### src/rtl/ex_stage_md.sv
// Execute stage of the mips_16 pipeline. Performs single-cycle ALU operations and
// hosts an iterative unsigned multiply/divide unit with a HI register. Emits the
// 38-bit ex->mem pipeline register and stalls upstream while MUL/DIVU iterates.
module ex_stage_md #(
  parameter int DATA_W = 16
) (
  input  logic        clk,
  input  logic        rst,
  input  logic [57:0] pipeline_reg_in,
  output logic [37:0] pipeline_reg_out,
  output logic [2:0]  ex_op_dest,
  output logic        ex_stall
);

  localparam int CNT_W = $clog2(DATA_W);

  typedef enum logic [3:0] {
    CMD_NOP  = 4'd0,
    CMD_ADD  = 4'd1,
    CMD_SUB  = 4'd2,
    CMD_AND  = 4'd3,
    CMD_OR   = 4'd4,
    CMD_XOR  = 4'd5,
    CMD_SLL  = 4'd6,
    CMD_SRL  = 4'd7,
    CMD_SRA  = 4'd8,
    CMD_MUL  = 4'd9,
    CMD_DIVU = 4'd10,
    CMD_MFHI = 4'd11
  } alu_cmd_e;

  typedef enum logic [1:0] {
    S_IDLE = 2'd0,
    S_BUSY = 2'd1,
    S_DONE = 2'd2
  } state_e;

  // Decoded fields of the ID->EX register.
  logic [3:0]        alu_cmd;
  logic [DATA_W-1:0] src1;
  logic [DATA_W-1:0] src2;
  logic [21:0]       pass_through;
  logic [3:0]        shamt;
  logic              is_md;

  assign alu_cmd      = pipeline_reg_in[57:54];
  assign src1         = pipeline_reg_in[53:38];
  assign src2         = pipeline_reg_in[37:22];
  assign pass_through = pipeline_reg_in[21:0];
  assign shamt        = src2[3:0];
  assign is_md        = (alu_cmd == CMD_MUL) || (alu_cmd == CMD_DIVU);

  // Destination register is forwarded to the hazard unit unconditionally.
  assign ex_op_dest = pipeline_reg_in[3:1];

  // Control and architectural state.
  state_e            state;
  logic [CNT_W-1:0]  count;
  logic [DATA_W-1:0] hi_reg;

  // Iterative datapath: acc_hi holds partial product / remainder, acc_lo holds
  // multiplier / dividend-shifting-into-quotient, opnd_b the fixed operand.
  logic [DATA_W-1:0] acc_hi;
  logic [DATA_W-1:0] acc_lo;
  logic [DATA_W-1:0] opnd_b;
  logic              op_div;

  // Stall is asserted the moment a MUL/DIVU is seen in IDLE and throughout BUSY.
  assign ex_stall = !rst && (((state == S_IDLE) && is_md) || (state == S_BUSY));

  // Single-cycle ALU result.
  logic [DATA_W-1:0] alu_result;

  // Combinational ALU for all one-cycle commands.
  always_comb begin
    // NOTE: default assignment first so every path drives alu_result; no latch.
    alu_result = '0;
    unique case (alu_cmd)
      CMD_ADD:  alu_result = src1 + src2;
      CMD_SUB:  alu_result = src1 - src2;
      CMD_AND:  alu_result = src1 & src2;
      CMD_OR:   alu_result = src1 | src2;
      CMD_XOR:  alu_result = src1 ^ src2;
      CMD_SLL:  alu_result = src1 << shamt;
      CMD_SRL:  alu_result = src1 >> shamt;
      CMD_SRA:  alu_result = DATA_W'($signed(src1) >>> shamt);
      CMD_MFHI: alu_result = hi_reg;
      default:  alu_result = '0;
    endcase
  end

  // One shift-add multiply step and one restoring divide step.
  logic [DATA_W:0]   mul_sum;
  logic [DATA_W:0]   div_rem_shift;
  logic [DATA_W:0]   div_diff;

  // Next-iteration arithmetic shared by both long operations.
  always_comb begin
    mul_sum       = {1'b0, acc_hi} + (acc_lo[0] ? {1'b0, opnd_b} : '0);
    div_rem_shift = {acc_hi, acc_lo[DATA_W-1]};
    div_diff      = div_rem_shift - {1'b0, opnd_b};
  end

  // Sequencer FSM with registered pipeline output and HI register.
  always_ff @(posedge clk) begin
    // NOTE: non-blocking assignments for all state so every register samples
    // pre-edge values regardless of statement order.
    if (rst) begin
      state            <= S_IDLE;
      count            <= '0;
      hi_reg           <= '0;
      pipeline_reg_out <= '0;
    end else begin
      unique case (state)
        S_IDLE: begin
          if (is_md) begin
            pipeline_reg_out <= '0;
            count            <= '0;
            state            <= S_BUSY;
          end else begin
            pipeline_reg_out <= {alu_result, pass_through};
          end
        end
        S_BUSY: begin
          pipeline_reg_out <= '0;
          count            <= count + CNT_W'(1);
          if (count == CNT_W'(DATA_W - 1)) state <= S_DONE;
        end
        S_DONE: begin
          pipeline_reg_out <= {acc_lo, pass_through};
          hi_reg           <= acc_hi;
          state            <= S_IDLE;
        end
        default: state <= S_IDLE;
      endcase
    end
  end

  // Operand latch at issue and one multiply/divide iteration per BUSY cycle.
  always_ff @(posedge clk) begin
    // NOTE: no reset here; these registers are always loaded at issue before
    // being read, and an aborted operation is simply reloaded on re-issue.
    if ((state == S_IDLE) && is_md) begin
      acc_hi <= '0;
      acc_lo <= src1;
      opnd_b <= src2;
      op_div <= (alu_cmd == CMD_DIVU);
    end else if (state == S_BUSY) begin
      if (op_div) begin
        // A zero divisor always "fits", giving quotient all-ones and the
        // dividend as remainder without special casing.
        if (!div_diff[DATA_W]) begin
          acc_hi <= div_diff[DATA_W-1:0];
          acc_lo <= {acc_lo[DATA_W-2:0], 1'b1};
        end else begin
          acc_hi <= div_rem_shift[DATA_W-1:0];
          acc_lo <= {acc_lo[DATA_W-2:0], 1'b0};
        end
      end else begin
        acc_hi <= mul_sum[DATA_W:1];
        acc_lo <= {mul_sum[0], acc_lo[DATA_W-1:1]};
      end
    end
  end

endmodule

### config.mk
export PLATFORM = sky130hd
export DESIGN_NAME = ex_stage_md
export DESIGN_NICKNAME = d
export VERILOG_FILES = /design/src/rtl/ex_stage_md.sv
export SDC_FILE = /design/constraint.sdc
export NUM_CORES = 1
export LEC_CHECK = 0
export BUFFER_PORTS_ARGS = -buffer_cell sky130_fd_sc_hd__buf_2
export CAP_MARGIN = 40
export CORE_MARGIN = 3
export CORE_UTILIZATION = 60
export CTS_CLUSTER_DIAMETER = 150
export DETAILED_ROUTE_END_ITERATION = 10
export PLACE_DENSITY = 0.81
export SLEW_MARGIN = 20
export SYNTH_ARGS = -nofsm -noshare
export SYNTH_HDL_FRONTEND = slang
export SYNTH_SLANG_ARGS = --single-unit
### constraint.sdc
create_clock -name clk -period 4.6 [get_ports clk]
set_input_delay 0.46 -clock clk [delete_from_list [all_inputs] [get_ports clk]]
set_output_delay 0.46 -clock clk [all_outputs]
set_load 0.05 [all_outputs]
==> out/metrics.yaml <==
outcome: "completed"
htreeDepth: 3
num_io_pins: 102
antenna_found_initial: 1
setup_viol: 0
syn-num-nets: 1308
core-area_um2: 15890
area_growth_pct: 9.429
ctsHoldBuffers: 0
place_ws_ns: 0.7507
num_rows: 46
vias: 9525
rrSetupSlack_ns: 1.22
min_period_over_period: 0.7512
synth_cell_types: 95
dieArea_um2: 17850
critPathCapture: "pipeline_reg_out[37]$_SDFFE_PP0P_"
setup_tns_ns: 0
rr_endpoint: "acc_hi[14]$_SDFFE_PP0P_"
fillers: 1349
relSlewSlack: 0.4587
final_cell_mix: "nor2_1 (118), buf_2 (102), ha_1 (85)"
r2r_cells: 11
path_class: "in -> reg"
maxCapViolCount: 0
regMostFlops: "pipeline_reg_out"
synth-seq-area-share: 0.2572
clock_path_buffers: 2
slowest_delay_ns: 0.37
cts.root.buffer_cell: "clkbuf_16"
start_kind: "input port"
drc: 0
ant_nets: 0
drive_above_1_share: 0.1544
largest_reg_flops: 38
finalHoldViolations: 0
crit_path_max_fanout: 5
ys_ff_latch: 109
synth-main-ff-cell: "dfxtp_1"
numCtsBuffers: 9
cp_cell_sequence: "buf_2 -> nor4_2 -> and3_1 -> and3_1 -> a21oi_1 -> xnor2_1 -> ha_1 -> a21o_1 -> a2111oi_4 -> o211ai_1 -> a31o_1 -> a21oi_2 -> xnor2_1 -> a2111oi_0 -> a2111oi_0"
synth_warnings: 0
post_drt_wl_per_cell_um: 21.43
grt_pass1_vias: 8989
synth_edf_count: 33
critPathArrivalTime_ns: 3.69
grt_max_degree: 57
slowest_stage: "nor4_2"
fmax_mhz: 289.4
final.setup_skew_ns: 0.009531
instances_no_fill: 1441
power_density_nw_per_um2: 399.5
drt-initial-drc-count: 972
gp_congestion: 1.076
end_kind: "flop"
setup_slack_ns: 1.144
placed_cells: 1424
dp_hpwl_um: 22800
drv_slew: 0
rsz0062_at_grt: "no"
avgSynthCellArea_um2: 8.427
hold_ws_ns: 0.3030
die_y_um: 133.6
tritoncts: "built"
die_w_um: 133.6
cts-resized-gates: 0
cts.sinks: 109
final_common_cell: "nor2_1"
grt_pass1_wl_um: 48360
final.min_clock_period_ns: 3.456
portBuffers: 101
routed_via_density: 6.610
clock_latency_ns: 0.37
required_ns: 4.83
drtPass1Iterations: 6
start_util: 0.6148
p_leak_uw: 0.004624
multiInputGateArea_um2: 6654
post-cts-setup-buffer-count: 0
seq_area_um2: 2512
track_usage: 0.3403
hold_path.class: "in -> reg"
syn_inst: 1159
worst_pin_slew_ns: 0.8111
ir_drop_v: 0.0002067
syn_area_um2: 9767
clk_pin_slew_ns: 0.08
grt-ovfl-total: 0
synth_async_sr_flop_share: 0
startpoint: "pipeline_reg_in[24]"
wl_um: 30880
crit-reg2reg-launch: "acc_lo[0]$_DFFE_PN_"
fin_nets: 1368
[how the worst min path moves through the flow]
stage,slack [ns],endpoint,depth (start not counted),from
final,0.30,opnd_b[6]$_DFFE_PP_,1,pipeline_reg_in[28]
after global routing,0.31,opnd_b[6]$_DFFE_PP_,1,pipeline_reg_in[28]
after CTS,0.30,opnd_b[6]$_DFFE_PP_,1,pipeline_reg_in[28]
after detailed placement,0.46,pipeline_reg_out[25]$_SDFFE_PP0P_,2,pipeline_reg_out[25]$_SDFFE_PP0P_
after global placement,0.46,pipeline_reg_out[25]$_SDFFE_PP0P_,2,pipeline_reg_out[25]$_SDFFE_PP0P_
after floorplan,0.46,hi_reg[1]$_SDFFE_PP0N_,2,hi_reg[1]$_SDFFE_PP0N_
[layer usage]
metal / track usage / up-vias / share of wire
met5: 0 / - / 0
met4: 0.1429 / 0 / 0.038
met3: 0.06798 / 88 / 0.087
met2: 0.5553 / 481 / 0.47
met1: 0.4424 / 4551 / 0.41
li1: - / 4405 / -
[power by group]
group | internal, uW | leakage (uW) | switching (uW) | total [uW]
logic | 831 | 0.00355 | 1300 | 2130
clock network | 391 | 0.000149 | 420 | 810
registers | 1150 | 0.000927 | 185 | 1330
total | 2370 | 0.00462 | 1900 | 4270
[metrics by stage]
step           instance area [um^2]  utilization  power [uW]
2_1_floorplan                  9767            -        2895
3_5_place_dp                  10390       0.6539        3426
6_report                      10690       0.6728        4270
5_1_grt                       10690       0.6728        4525
4_1_cts                       10690       0.6727        4234
3_3_place_gp                  10350       0.6519        3384
[critical path, delay by kind of cell]
kind,cells,cell delay [ns]
buf+inv,1,0.11
simple gates,3,0.82
fa+ha+maj,1,0.34
xor+xnor,2,0.21
compound gates,8,1.73
[Yosys cell counts, drive strengths merged (5+ instances only)]
cell	count	area, um^2
and3	12	75.07
nor2	119	454.2
nor3	26	130.1
a21oi	73	369.1
mux2	5	63.81
nand4	7	43.79
and2	20	125.1
nand2	80	302.8
buf	21	143.9
a21o	12	90.09
nor2b	13	88.83
a2111oi	8	88.84
xor2	9	78.83
ha	86	1076
clkbuf	52	195.2
nand3	27	135.1
o211ai	15	131.4
mux4	18	405.4
a211oi	10	85.08
xnor2	38	332.8
o31ai	12	100.1
o21ai	77	385.4
edfxtp	33	991.0
a221oi	20	200.2
a31oi	18	112.6
nand2b	10	70.06
a41oi	5	43.79
mux2i	46	473.0
o21a	12	90.09
a222oi	5	50.05
inv	70	262.8
dfxtp	76	1521
a22oi	29	217.7
or3	11	68.82
[logic make-up after synthesis]
logic type,Yosys count,share of synthesized area
AO/OA/AOI/OAI,353,0.2526
XOR/XNOR,47,0.04215
adder cells (fa/ha/maj),89,0.1163
buffers and inverters,145,0.06239
flip-flops,109,0.2572
multiplexers,69,0.09646
AND/OR/NAND/NOR,347,0.1728
[area by class of cell]
class	count	area share
Clock buffer	9	0.02107
Tap cell	216	0.02529
Multi-Input combinational cell	905	0.6226
Timing Repair Buffer	122	0.06369
Clock inverter	7	0.006790
Inverter	72	0.02529
Antenna cell	1	0.0002341
Sequential cell	109	0.2351
Power figures use the tool's default switching activity.
